$ cat src/rtl/ddr_port_arbiter_if.sv
// rtl/ddr_port_arbiter_if.sv - picorv-style memory port (la_addr/wdata/wstrb/valid -> rdata/ready).
interface ddr_port_arbiter_if #(
  parameter int AW = 25,
  parameter int DW = 32
);
  logic [AW-1:0]   la_addr;
  logic [DW-1:0]   wdata;
  logic [DW/8-1:0] wstrb;
  logic            valid;
  logic [DW-1:0]   rdata;
  logic            ready;

  // master issues requests; slave answers them
  modport master (
    output la_addr, wdata, wstrb, valid,
    input  rdata, ready
  );

  modport slave (
    input  la_addr, wdata, wstrb, valid,
    output rdata, ready
  );
endinterface

$ cat src/rtl/ddr_port_arbiter.sv
// rtl/ddr_port_arbiter.sv - two-master round-robin arbiter in front of the DDR bridge port.
// One transaction in flight; downstream request and upstream response are fully registered.
module ddr_port_arbiter #(
  parameter int AW = 25,
  parameter int DW = 32
) (
  input  logic                 clk,
  input  logic                 rst_n,
  ddr_port_arbiter_if.slave    m0,
  ddr_port_arbiter_if.slave    m1,
  ddr_port_arbiter_if.master   ddr,
  output logic                 grant
);

  typedef enum logic [1:0] {
    IDLE = 2'd0,
    BUSY = 2'd1,
    RESP = 2'd2
  } state_t;

  state_t          state_q, state_d;
  logic            ptr_q, ptr_d;
  logic            grant_q, grant_d;
  logic [AW-1:0]   addr_q, addr_d;
  logic [DW-1:0]   wdata_q, wdata_d;
  logic [DW/8-1:0] wstrb_q, wstrb_d;
  logic            valid_q, valid_d;
  logic [DW-1:0]   rdata0_q, rdata0_d;
  logic [DW-1:0]   rdata1_q, rdata1_d;
  logic            ready0_q, ready0_d;
  logic            ready1_q, ready1_d;
  logic            sel;

  // Contention is settled by the pointer; a lone requester always wins.
  assign sel = (m0.valid && m1.valid) ? ptr_q : m1.valid;

  always_ff @(posedge clk or negedge rst_n) begin
    if (!rst_n) begin
      state_q  <= IDLE;
      ptr_q    <= 1'b0;
      grant_q  <= 1'b0;
      addr_q   <= '0;
      wdata_q  <= '0;
      wstrb_q  <= '0;
      valid_q  <= 1'b0;
      rdata0_q <= '0;
      rdata1_q <= '0;
      ready0_q <= 1'b0;
      ready1_q <= 1'b0;
    end else begin
      state_q  <= state_d;
      ptr_q    <= ptr_d;
      grant_q  <= grant_d;
      addr_q   <= addr_d;
      wdata_q  <= wdata_d;
      wstrb_q  <= wstrb_d;
      valid_q  <= valid_d;
      rdata0_q <= rdata0_d;
      rdata1_q <= rdata1_d;
      ready0_q <= ready0_d;
      ready1_q <= ready1_d;
    end
  end

  always_comb begin
    state_d  = state_q;
    ptr_d    = ptr_q;
    grant_d  = grant_q;
    addr_d   = addr_q;
    wdata_d  = wdata_q;
    wstrb_d  = wstrb_q;
    valid_d  = valid_q;
    rdata0_d = rdata0_q;
    rdata1_d = rdata1_q;
    ready0_d = 1'b0;
    ready1_d = 1'b0;

    case (state_q)
      IDLE: begin
        if (m0.valid || m1.valid) begin
          addr_d  = sel ? m1.la_addr : m0.la_addr;
          wdata_d = sel ? m1.wdata   : m0.wdata;
          wstrb_d = sel ? m1.wstrb   : m0.wstrb;
          valid_d = 1'b1;
          grant_d = sel;
          state_d = BUSY;
        end
      end
      BUSY: begin
        // Request registers stay frozen until the bridge completes.
        if (ddr.ready) begin
          if (grant_q) begin
            rdata1_d = ddr.rdata;
            ready1_d = 1'b1;
          end else begin
            rdata0_d = ddr.rdata;
            ready0_d = 1'b1;
          end
          valid_d = 1'b0;
          ptr_d   = ~grant_q;
          state_d = RESP;
        end
      end
      RESP: begin
        // Lets the served master drop valid before arbitration resumes.
        state_d = IDLE;
      end
      default: begin
        state_d = IDLE;
        valid_d = 1'b0;
      end
    endcase
  end

  assign ddr.la_addr = addr_q;
  assign ddr.wdata   = wdata_q;
  assign ddr.wstrb   = wstrb_q;
  assign ddr.valid   = valid_q;
  assign m0.rdata    = rdata0_q;
  assign m0.ready    = ready0_q;
  assign m1.rdata    = rdata1_q;
  assign m1.ready    = ready1_q;
  assign grant       = grant_q;

endmodule

$ cat src/flat_wrapper.sv
// flat-port wrapper written by rule: the top's interface ports become plain ports
module ddr_port_arbiter_flat 
#(
  parameter int AW = 25,
  parameter int DW = 32
)
  (clk, rst_n, grant, m0_la_addr, m0_wdata, m0_wstrb, m0_valid, m0_rdata, m0_ready, m1_la_addr, m1_wdata, m1_wstrb, m1_valid, m1_rdata, m1_ready, ddr_la_addr, ddr_wdata, ddr_wstrb, ddr_valid, ddr_rdata, ddr_ready);
  ddr_port_arbiter_if #(.AW(AW), .DW(DW)) m0_i ();
  ddr_port_arbiter_if #(.AW(AW), .DW(DW)) m1_i ();
  ddr_port_arbiter_if #(.AW(AW), .DW(DW)) ddr_i ();
  input  logic clk;
  input  logic rst_n;
  output logic grant;
  input wire logic [$bits(m0_i.la_addr)-1:0] m0_la_addr;
  input wire logic [$bits(m0_i.wdata)-1:0] m0_wdata;
  input wire logic [$bits(m0_i.wstrb)-1:0] m0_wstrb;
  input wire logic [$bits(m0_i.valid)-1:0] m0_valid;
  output wire logic [$bits(m0_i.rdata)-1:0] m0_rdata;
  output wire logic [$bits(m0_i.ready)-1:0] m0_ready;
  input wire logic [$bits(m1_i.la_addr)-1:0] m1_la_addr;
  input wire logic [$bits(m1_i.wdata)-1:0] m1_wdata;
  input wire logic [$bits(m1_i.wstrb)-1:0] m1_wstrb;
  input wire logic [$bits(m1_i.valid)-1:0] m1_valid;
  output wire logic [$bits(m1_i.rdata)-1:0] m1_rdata;
  output wire logic [$bits(m1_i.ready)-1:0] m1_ready;
  output wire logic [$bits(ddr_i.la_addr)-1:0] ddr_la_addr;
  output wire logic [$bits(ddr_i.wdata)-1:0] ddr_wdata;
  output wire logic [$bits(ddr_i.wstrb)-1:0] ddr_wstrb;
  output wire logic [$bits(ddr_i.valid)-1:0] ddr_valid;
  input wire logic [$bits(ddr_i.rdata)-1:0] ddr_rdata;
  input wire logic [$bits(ddr_i.ready)-1:0] ddr_ready;
  assign m0_i.la_addr = m0_la_addr;
  assign m0_i.wdata = m0_wdata;
  assign m0_i.wstrb = m0_wstrb;
  assign m0_i.valid = m0_valid;
  assign m0_rdata = m0_i.rdata;
  assign m0_ready = m0_i.ready;
  assign m1_i.la_addr = m1_la_addr;
  assign m1_i.wdata = m1_wdata;
  assign m1_i.wstrb = m1_wstrb;
  assign m1_i.valid = m1_valid;
  assign m1_rdata = m1_i.rdata;
  assign m1_ready = m1_i.ready;
  assign ddr_la_addr = ddr_i.la_addr;
  assign ddr_wdata = ddr_i.wdata;
  assign ddr_wstrb = ddr_i.wstrb;
  assign ddr_valid = ddr_i.valid;
  assign ddr_i.rdata = ddr_rdata;
  assign ddr_i.ready = ddr_ready;
  ddr_port_arbiter #(.AW(AW), .DW(DW)) u_core (.clk(clk), .rst_n(rst_n), .m0(m0_i), .m1(m1_i), .ddr(ddr_i), .grant(grant));
endmodule
$ cat config.mk
export PLATFORM = sky130hd
export DESIGN_NAME = ddr_port_arbiter_flat
export DESIGN_NICKNAME = d
export VERILOG_FILES = /design/src/rtl/ddr_port_arbiter_if.sv /design/src/rtl/ddr_port_arbiter.sv /design/src/flat_wrapper.sv
export SDC_FILE = /design/constraint.sdc
export NUM_CORES = 1
export LEC_CHECK = 0
export ABC_AREA = 1
export CAP_MARGIN = 15
export CORE_UTILIZATION = 45
export DETAILED_ROUTE_END_ITERATION = 7
export PLACE_DENSITY = 0.93
export SLEW_MARGIN = 10
export SYNTH_ARGS = -nofsm -noshare
export SYNTH_HDL_FRONTEND = slang
export SYNTH_SLANG_ARGS = --single-unit
$ cat constraint.sdc
create_clock -name clk -period 2.3 [get_ports clk]
set_input_delay 0.46 -clock clk [delete_from_list [all_inputs] [get_ports clk]]
set_output_delay 0.46 -clock clk [all_outputs]
set_load 0.02 [all_outputs]
==> Implementation_results.wiki <==
{| class="wikitable"
! Metric !! Value
|-
| TritonCTS clock tree || built
|-
| Number of standard cells in the layout, taps in and fillers out || 1253
|-
| Area of the mapped netlist || 6210 µm²
|-
| Placeable Area || 13350 µm²
|-
| Type of the worst min-delay path || input pin to async pin
|-
| Library cell occupying the most area in the post-synthesis netlist || dfrtp_1
|-
| Unrepaired setup endpoints after global routing || no
|-
| Total via count after detailed routing || 6144
|-
| Post-synthesis cell type count || 17
|-
| P_sw || 5.205 mW
|-
| Dominant synthesized flop cell || dfrtp_1
|-
| Detail Route Antenna Nets || 0
|-
| Global-route wire length before repair || 30050 µm
|-
| Internal portion of total power || 7.829 mW
|-
| Most frequent cell after synthesis || nand2_1
|-
| Clock share of power || 0.205
|-
| Antenna fix cells || 0
|-
| Post-route standard cell area excluding fillers || 9734 µm²
|-
| Max stage delay cell, worst path || clkdlybuf4s50_1
|-
| Setup violation total in the final timing report || 0
|-
| Number of enable flip-flop cells after synthesis || 0
|-
| Clock Pin Slew Worst Setup and Hold Paths || 60 ps
|-
| H-tree levels || 4
|-
| GP Congestion || 0.8157
|-
| Worst-path fanout max || 4
|-
| Leakage dissipation || 5.060 nW
|-
| Crit path setup slack, layout || 313.8 ps
|-
| Post-placement cell count || 1221
|-
| Worst Hold Slack || -1.960 ps
|-
| Series of cell instances along the critical path || clkdlybuf4s50_1
|-
| CP startpoint || u_core.grant$_DFFE_PN0P_
|-
| Vias per std cell || 4.903
|-
| Areal power density over the cells || 1339 nW/µm²
|-
| Switching portion of total power || 0.3993
|-
| Number of global-route vias before repair || 6046
|-
| Critical R2R Capture || u_core.m0.rdata[2]$_DFFE_PN0P_
|-
| Hold-fix buffer count after cts || 0
|-
| Die Footprint || 14270 µm²
|-
| Number of input and output port buffers inserted || 287
|-
| Endpoint arrival time on the critical path || 1530 ps
|-
| Hold Vio Cnt, Final || 2
|-
| Post-synthesis area per instance || 7.870 µm²
|-
| Endpoint of the most critical setup path || grant
|-
| Routed len/inst || 15.03 µm
|-
| Number of nets at the end of the flow || 1223
|-
| CTS-repair resized insts || 0
|-
| First-pass iteration count of the detailed router || 6
|-
| GRT Overall Usage || 0.2708
|-
| Post-place setup slack || 359.2 ps
|-
| Largest net degree at the start of global routing || 65
|-
| Post-place instance area || 9150 µm²
|-
| Result of the run || complete, but fails checks
|-
| Row Count || 42
|-
| Critical Path Start Type || register
|-
| Root cell of the clock tree || clkbuf_16
|-
| Critical Path Sink Type || output pin
|-
| Antenna violations before repair || 0
|-
| Maximum resistive drop on vdd || 0.7282 mV
|-
| Flop-to-flop setup slack || 830 ps
|-
| Count of max-cap constraint violations || 0
|-
| Worst Reg-to-Reg Cells || 5
|-
| Estimated wirelength of the detail-placed design || 13180 µm
|-
| Family with the most delay on the worst path || buffers and inverters
|-
| Initial DRC Count || 383
|-
| Final routed wirelength across all metal layers || 18830 µm
|-
| Violated checks || negative hold slack
|-
| Worst Path Class, Setup || register to output pin
|-
| Sequential power share || 0.315
|-
| Timing-limited maximum frequency || 0.5035 GHz
|-
| Stages on the worst setup path || 1
|-
| Required time worst endpoint || 1840 ps
|-
| Final critical-path share of the clock period || 0.8636
|-
| Ports || 288
|-
| Overflow left after global routing || 0
|-
| Final min period || 1986 ps
|-
| Total number of yosys warnings || 0
|-
| Most frequent cells after synthesis || nand2_1, inv_1, dfrtp_1, nand3_1, o21ai_0
|-
| Number of buffers created by CTS || 17
|-
| Post-CTS Setup Repair Bufs || 0
|-
| Area growth from synthesis to final layout || 56.76%
|-
| Relative slew slack || 0.6395
|-
| Combinational cell fraction of total power || 0.479
|-
| Worst reg2reg startpoint || u_core.state_q[1]$_DFFE_PN0P_
|-
| Final number of max-transition violations || 0
|-
| Height of the die || 119.5 µm
|-
| Horiz. Die Dim || 119.5 µm
|-
| Clock sink total || 132
|-
| Initial Utilization || 0.4652
|-
| Worst Max-Slew Pin Slew || 540.7 ps
|-
| Clk buf depth || 2
|-
| Sequential area share after synthesis || 0.5319
|-
| Setup TNS Final || 0 ps
|-
| Proportion of synthesized flip-flops having asynchronous set or reset || 1.000
|-
| Insertion delay to the later sink of the worst-skew pair || 410 ps
|-
| DRC violation count after routing || 0
|-
| Final Core Density || 0.7293
|-
| Syn Nets || 948
|-
| Top cells by area, synth || dfrtp_1, nand2_1, nand3_1
|-
| Biggest cell delay along the critical path || 700 ps
|-
| Layout Skew || 11.55 ps
|-
| Fraction of final layout cells sized beyond drive strength 1 || 0.05107
|-
| Proportion of netlist area held by the largest area contributor || 0.5319
|-
| WP buf/inv || 1
|-
| FF+latch count, synth || 132
|-
| Cells after Synth || 789
|}
-- cell type report --
cell class	count	area, µm²
well taps	176	220.2
flip-flops and latches	132	3303
multi-input cells	449	1973
fillers	939	3613
inverters	163	616.8
repair buffers	301	3037
clock buffers	18	429.2
clock inverters	14	155.1
-- power by group through the flow --
stage	Combinational, mW	Sequential (mW)	Clock, mW
after global placement	6.05	4.06	0
after floorplan	1.99	5.35	0
after detailed placement	6.24	4.09	0
final	6.25	4.11	2.67
after global routing	6.71	4.22	2.83
after CTS	6.29	4.10	2.71
-- worst min path at each step --
stage | start | endpoint | depth (start not counted)
5_1_grt | rst_n | u_core.m1.rdata[18]$_DFFE_PN0P_ | 1
3_3_place_gp | rst_n | u_core.m1.rdata[18]$_DFFE_PN0P_ | 1
2_1_floorplan | rst_n | u_core.ddr.la_addr[0]$_DFFE_PN0P_ | 0
6_report | rst_n | u_core.m1.rdata[18]$_DFFE_PN0P_ | 1
3_5_place_dp | rst_n | u_core.m1.rdata[21]$_DFFE_PN0P_ | 1
4_1_cts | rst_n | u_core.m1.rdata[21]$_DFFE_PN0P_ | 1
-- cell families (layout without fill, tap and decap cells) --
logic type,count (synthesis),count (layout),share of synthesized area
flip-flops,132,132,0.5319
AND/OR/NAND/NOR,382,382,0.2633
AO/OA/AOI/OAI,67,67,0.05440
buffers and inverters,208,496,0.1503
-- worst register-to-register path: stages, from the launching register on --
cell     delay [ps]
dfrtp_1         410
nor2_4          160
nand3_2         260
buf_12          280
nand2_1         110
o21ai_0         110
-- routing by layer --
layer / share of wire / track usage
met1: 0.38 / 0.3037
met5: 0 / 0
met4: 0.023 / 0.09922
met3: 0.094 / 0.08956
met2: 0.51 / 0.4758
-- placed cells by master, fill, tap and decap left out, types with 9 or more instances in the layout --
cell type,instances
o21ai_1,15
nand3_1,122
buf_4,9
clkdlybuf4s50_1,285
nand2_1,253
inv_1,162
clkbuf_16,17
dfrtp_1,132
o21ai_0,51
-- per-stage QoR --
step	total power, mW	hold WS, ps
final	13.03	-1.960
after CTS	13.10	13.57
after global placement	10.11	455.6
after floorplan	7.339	164.4
after global routing	13.76	26.67
after detailed placement	10.34	461.3
-- state kept, by name, summed over array words and instances (netlist names) --
signal	count
u_core.grant	1
u_core.ptr_q	1
u_core.m0.rdata	32
u_core.m0.ready	1
u_core.ddr.wdata	32
u_core.m1.rdata	32
u_core.ddr.wstrb	4
u_core.ddr.la_addr	25
u_core.state_q	2
u_core.m1.ready	1
u_core.ddr.valid	1
Note: power is estimated with default switching activity, not from simulation.
